==> config.mk <==
export PLATFORM = sky130hd
export DESIGN_NAME = board_ctrl
export DESIGN_NICKNAME = d
export VERILOG_FILES = /design/src/rtl/board_ctrl.sv
export SDC_FILE = /design/constraint.sdc
export NUM_CORES = 1
export LEC_CHECK = 0
export ABC_AREA = 1
export BUFFER_PORTS_ARGS = -buffer_cell sky130_fd_sc_hd__clkbuf_2
export CAP_MARGIN = 10
export CORE_UTILIZATION = 55
export DETAILED_ROUTE_END_ITERATION = 6
export PLACE_DENSITY = 0.85
export SYNTH_ARGS = -nofsm -noshare
export SYNTH_HDL_FRONTEND = slang
export SYNTH_SLANG_ARGS = --single-unit
==> constraint.sdc <==
create_clock -name clk -period 2.5 [get_ports clk]
set_input_delay 0.75 -clock clk [delete_from_list [all_inputs] [get_ports clk]]
set_output_delay 0.75 -clock clk [all_outputs]
set_load 0.005 [all_outputs]
==> src/rtl/board_ctrl.sv <==
// board_ctrl: board-level housekeeping block.
//   - clock-enable divider (clk_en once every CLKDIV clk cycles)
//   - per-channel button synchroniser, debouncer and press/release pulses
//   - power-on reset sequencer driving sys_reset (RESET -> HOLD -> RUN)
// Optional feature macro: BOARD_CTRL_BTNRST_EN
//   When defined, button channel 0 acts as a board reset button: pressing it
//   in RUN returns the sequencer to HOLD, and the hold count is frozen at 0
//   while it stays pressed.
// Pulse semantics: btn_press[i] / btn_release[i] are single-cycle strobes
//   with no back-pressure; they are high in exactly the first cycle that
//   btn_level[i] shows its new value, and both are never high together.
module board_ctrl #(
  parameter int CLKDIV   = 6,
  parameter int NBTN     = 2,
  parameter int DEBOUNCE = 4,
  parameter int RSTHOLD  = 8
) (
  input  logic            clk,
  input  logic            power_on_reset_n,
  input  logic [NBTN-1:0] btn_raw,
  output logic            clk_en,
  output logic [NBTN-1:0] btn_level,
  output logic [NBTN-1:0] btn_press,
  output logic [NBTN-1:0] btn_release,
  output logic            sys_reset
);

  localparam int DIV_W  = (CLKDIV > 1) ? $clog2(CLKDIV) : 1;
  localparam int DB_W   = (DEBOUNCE > 1) ? $clog2(DEBOUNCE) : 1;
  localparam int HOLD_W = (RSTHOLD > 1) ? $clog2(RSTHOLD) : 1;

  localparam logic [DIV_W-1:0]  DIV_LAST  = DIV_W'(CLKDIV - 1);
  localparam logic [DB_W-1:0]   DB_LAST   = DB_W'(DEBOUNCE - 1);
  localparam logic [HOLD_W-1:0] HOLD_LAST = HOLD_W'(RSTHOLD - 1);

  typedef enum logic [1:0] {
    ST_RESET = 2'd0,
    ST_HOLD  = 2'd1,
    ST_RUN   = 2'd2
  } state_t;

  logic [DIV_W-1:0]  div_cnt;
  logic [DIV_W-1:0]  div_next;
  logic [NBTN-1:0]   sync1;
  logic [NBTN-1:0]   sync2;
  logic [DB_W-1:0]   stab_cnt [NBTN];
  state_t            state;
  state_t            state_next;
  logic [HOLD_W-1:0] hold_cnt;
  logic [HOLD_W-1:0] hold_next;
  logic              btn_hold;

  // Divider next value; wraps after CLKDIV-1 (stays 0 when CLKDIV is 1).
  always_comb begin
    div_next = div_cnt + 1'b1;
    if (div_cnt == DIV_LAST) begin
      div_next = '0;
    end
  end

  // Divider counter and registered tick: clk_en is high while div_cnt sits at CLKDIV-1.
  always_ff @(posedge clk or negedge power_on_reset_n) begin
    if (!power_on_reset_n) begin
      div_cnt <= '0;
      clk_en  <= 1'b0;
    end else begin
      div_cnt <= div_next;
      clk_en  <= (div_next == DIV_LAST);
    end
  end

  // Two-flop synchroniser; inversion makes 1 mean pressed from here on.
  always_ff @(posedge clk or negedge power_on_reset_n) begin
    if (!power_on_reset_n) begin
      sync1 <= '0;
      sync2 <= '0;
    end else begin
      sync1 <= ~btn_raw;
      sync2 <= sync1;
    end
  end

  // Per-channel debounce on clk_en ticks; edge pulses are set on the toggle itself.
  always_ff @(posedge clk or negedge power_on_reset_n) begin
    if (!power_on_reset_n) begin
      btn_level   <= '0;
      btn_press   <= '0;
      btn_release <= '0;
      for (int i = 0; i < NBTN; i++) begin
        stab_cnt[i] <= '0;
      end
    end else begin
      btn_press   <= '0;
      btn_release <= '0;
      if (clk_en) begin
        for (int i = 0; i < NBTN; i++) begin
          if (sync2[i] == btn_level[i]) begin
            stab_cnt[i] <= '0;
          end else if (stab_cnt[i] == DB_LAST) begin
            btn_level[i]   <= ~btn_level[i];
            btn_press[i]   <= ~btn_level[i];
            btn_release[i] <= btn_level[i];
            stab_cnt[i]    <= '0;
          end else begin
            stab_cnt[i] <= stab_cnt[i] + 1'b1;
          end
        end
      end
    end
  end

`ifdef BOARD_CTRL_BTNRST_EN
  assign btn_hold = btn_level[0];
`else
  assign btn_hold = 1'b0;
`endif

  // Reset sequencer next-state and hold-count logic.
  always_comb begin
    state_next = state;
    hold_next  = hold_cnt;
    case (state)
      ST_RESET: begin
        state_next = ST_HOLD;
        hold_next  = '0;
      end
      ST_HOLD: begin
        if (btn_hold) begin
          hold_next = '0;
        end else if (clk_en) begin
          if (hold_cnt == HOLD_LAST) begin
            state_next = ST_RUN;
          end else begin
            hold_next = hold_cnt + 1'b1;
          end
        end
      end
      ST_RUN: begin
        if (btn_hold) begin
          state_next = ST_HOLD;
          hold_next  = '0;
        end
      end
      default: begin
        state_next = ST_RESET;
        hold_next  = '0;
      end
    endcase
  end

  // Sequencer state, hold counter and registered sys_reset (derived from next state).
  always_ff @(posedge clk or negedge power_on_reset_n) begin
    if (!power_on_reset_n) begin
      state     <= ST_RESET;
      hold_cnt  <= '0;
      sys_reset <= 1'b1;
    end else begin
      state     <= state_next;
      hold_cnt  <= hold_next;
      sys_reset <= (state_next != ST_RUN);
    end
  end

endmodule
==> impl_metrics.tcl <==
set metrics [dict create \
    status "completed" \
    grt_pass1_wl_um 2300 \
    critical_path_required_ns 1.75 \
    max_cap_violations 0 \
    synth_top_area_share_pct 57.6 \
    fin_crit_ns 1.84 \
    p_total_mw 0.660 \
    ys_seq_elements 24 \
    die_h_um 44.6 \
    grt_max_degree 25 \
    power_switching_mw 0.159 \
    clk_pin_slew_worst_paths_ns 0.12 \
    clkPwrFrac_pct 25.0 \
    cp_top_family "flip-flops" \
    end_kind "output port" \
    synth_seq_area_share_pct 60.3 \
    finalSetupViolCount 0 \
    cts-buffers-inserted 3 \
    drc 0 \
    portBuffers 11 \
    rows 15 \
    antenna_found_initial 0 \
    ys_warn_count 0 \
    synth-async-reset-ratio_pct 100 \
    postCtsSetupRepairBufs 0 \
    synth_commonest_cells "nand2_1, dfrtp_1, nor2_1" \
    report.final.hold_viol_count 0 \
    postCtsHoldBufs 0 \
    syn_nets 110 \
    synth.most_common_cell "nand2_1" \
    fin_nets 125 \
    slew_viol_final 0 \
    p_int_mw 0.501 \
    clock_skew_ns 0.00198 \
    fin_tns_setup_ns 0 \
    p_leak_nw 0.620 \
    clock_path_buffers 2 \
    grt_pass1_vias 582 \
    vias_per_cell 4.55 \
    crit_buf_inv 1 \
    critPathMaxStageDelay_ns 0.60 \
    syn_avg_cell_area_um2 9.79 \
    crit_start "clk_en$_DFF_PN0_" \
    fmax_mhz 543 \
    ir_drop_v 0.000451 \
    numClockSinks 24 \
    r2r_start "hold_cnt[0]$_DFFE_PN0P_" \
    hold_path.class "flip-flop to flip-flop" \
    area_delta_synth_final_pct 10.1 \
    gp_congestion 0.700 \
    syn-instance-count 102 \
    ys.flop_type "dfrtp_1" \
    critical_path_arrival_ns 1.09 \
    synth.distinct_cells 18 \
    start_kind "flip-flop" \
    crit_chain "clkbuf_2" \
    post-place-ws_ns 0.998 \
    hold_start "sync1[0]$_DFF_PN0_" \
    synthesis.area_um2 998 \
    grt_usage_pct 16.0 \
    synth_edf_count 0 \
    setup.worst_path.class "flip-flop to output port" \
    root_buffer "clkbuf_4" \
    htreeDepth 1 \
    wl_per_cell_um 9.77 \
    pwr_density_cell_nw_per_um2 600 \
    drtAntennaViolNets 0 \
    cp_slowest_cell "dfrtp_1" \
    insertion_delay_ns 0.30 \
    final.setup.worst_slack_ns 0.657 \
    tritoncts "done" \
    io_pins 12 \
    worst-path-max-fanout 10 \
    switching_share_pct 24.1 \
    drt_iter0_markers 3 \
    rsz0062_at_grt "false" \
    core_um2 1710 \
    comb_power_share_pct 9.6 \
    gr-total-overflow 0 \
    dieWidth_um 44.6 \
    wl_um 1380 \
    synth_top_area_cell "dfrtp_1" \
    vias 642 \
    dp_hpwl_um 1060 \
    ctsResizeCount 0 \
    drt_pass1_iterations 3 \
    slew_headroom_pct 62.8 \
    diodes 0 \
    drive_gt1_share_pct 22.4 \
    ys_top_cells_by_area "dfrtp_1, nand2_1, nor2_1" \
    start_util_pct 58.5 \
    dieArea_um2 1990 \
    tightest_slew_ns 0.558 \
    fin_crit_sh_pct 73.7 \
    power_frac_seq_pct 65.4 \
]
[final cells by class]
type,count,area (um2)
timing repair buffer,11,55.1
fill,141,608
sequential,24,602
clock buffer,4,26.3
multi-input combinational,62,327
inverter,15,58.8
tap,25,31.3
[power by group through the flow]
| stage | sequential [mW] | clock [mW] | combinational (mW) |
|---|---|---|---|
| finish | 0.432 | 0.165 | 0.0632 |
| global route | 0.437 | 0.182 | 0.0757 |
| CTS | 0.432 | 0.172 | 0.0659 |
| detailed placement | 0.439 | 0 | 0.0657 |
| global placement | 0.436 | 0 | 0.0606 |
| floorplan | 0.435 | 0 | 0.0413 |
[cells in the final DEF (no fill, tap or decap), drive strengths merged]
cell,count
a31oi,2
clkbuf,15
dfrtp,23
dfstp,1
ha,4
inv,15
nand2,27
nand3,6
nand3b,4
nor2,17
o21ai,2
[per-stage QoR]
stage / std cells / hold slack (ns) / cell area, um2 / utilization, %
global placement: 137 / 0.332 / 1070 / 62.9
detailed placement: 137 / 0.346 / 1070 / 62.9
global route: 141 / 0.381 / 1100 / 64.4
finish: 141 / 0.368 / 1100 / 64.4
floorplan: 102 / 0.331 / 998 / -
CTS: 141 / 0.374 / 1100 / 64.4
[registers in the layout (all words and copies together), names as in the netlist]
| name | flops |
|---|---|
| stab_cnt | 4 |
| div_cnt | 3 |
| hold_cnt | 3 |
| btn_level | 2 |
| btn_press | 2 |
| btn_release | 2 |
| state | 2 |
| sync1 | 2 |
| sync2 | 2 |
| clk_en | 1 |
| sys_reset | 1 |
[routing by layer]
| layer | part of all wire (%) | global-route usage, % | vias to the layer above |
|---|---|---|---|
| met5 | 0 | 0 | - |
| met3 | 1.8 | 2.45 | 2 |
| met1 | 47 | 20.3 | 287 |
| met4 | 0.94 | 7.27 | 0 |
| met2 | 50 | 27.1 | 8 |
| li1 | - | - | 345 |
[worst paths after layout]
path	endpoint	slack [ns]	depth (start not counted)
worst max-delay path	clk_en	0.66	1
worst min-delay path	sync2[0]$_DFF_PN0_	0.37	0
worst max register to register	hold_cnt[2]$_DFFE_PN0P_	1.18	8
worst min register to register	sync2[0]$_DFF_PN0_	0.37	0
max in group asynchronous	sys_reset$_DFF_PN1_	1.71	1
min in group asynchronous	btn_release[1]$_DFF_PN0_	0.41	1
[kinds of logic (layout without fill, tap and decap cells)]
kind of cell	after synthesis	after routing	synth area share (%)
flops	24	24	60.3
fa+ha+maj	4	4	5.01
buf+inv	16	30	7.02
simple gates	54	54	25.1
compound gates	4	4	2.63
(Power assumes the default switching activity.)
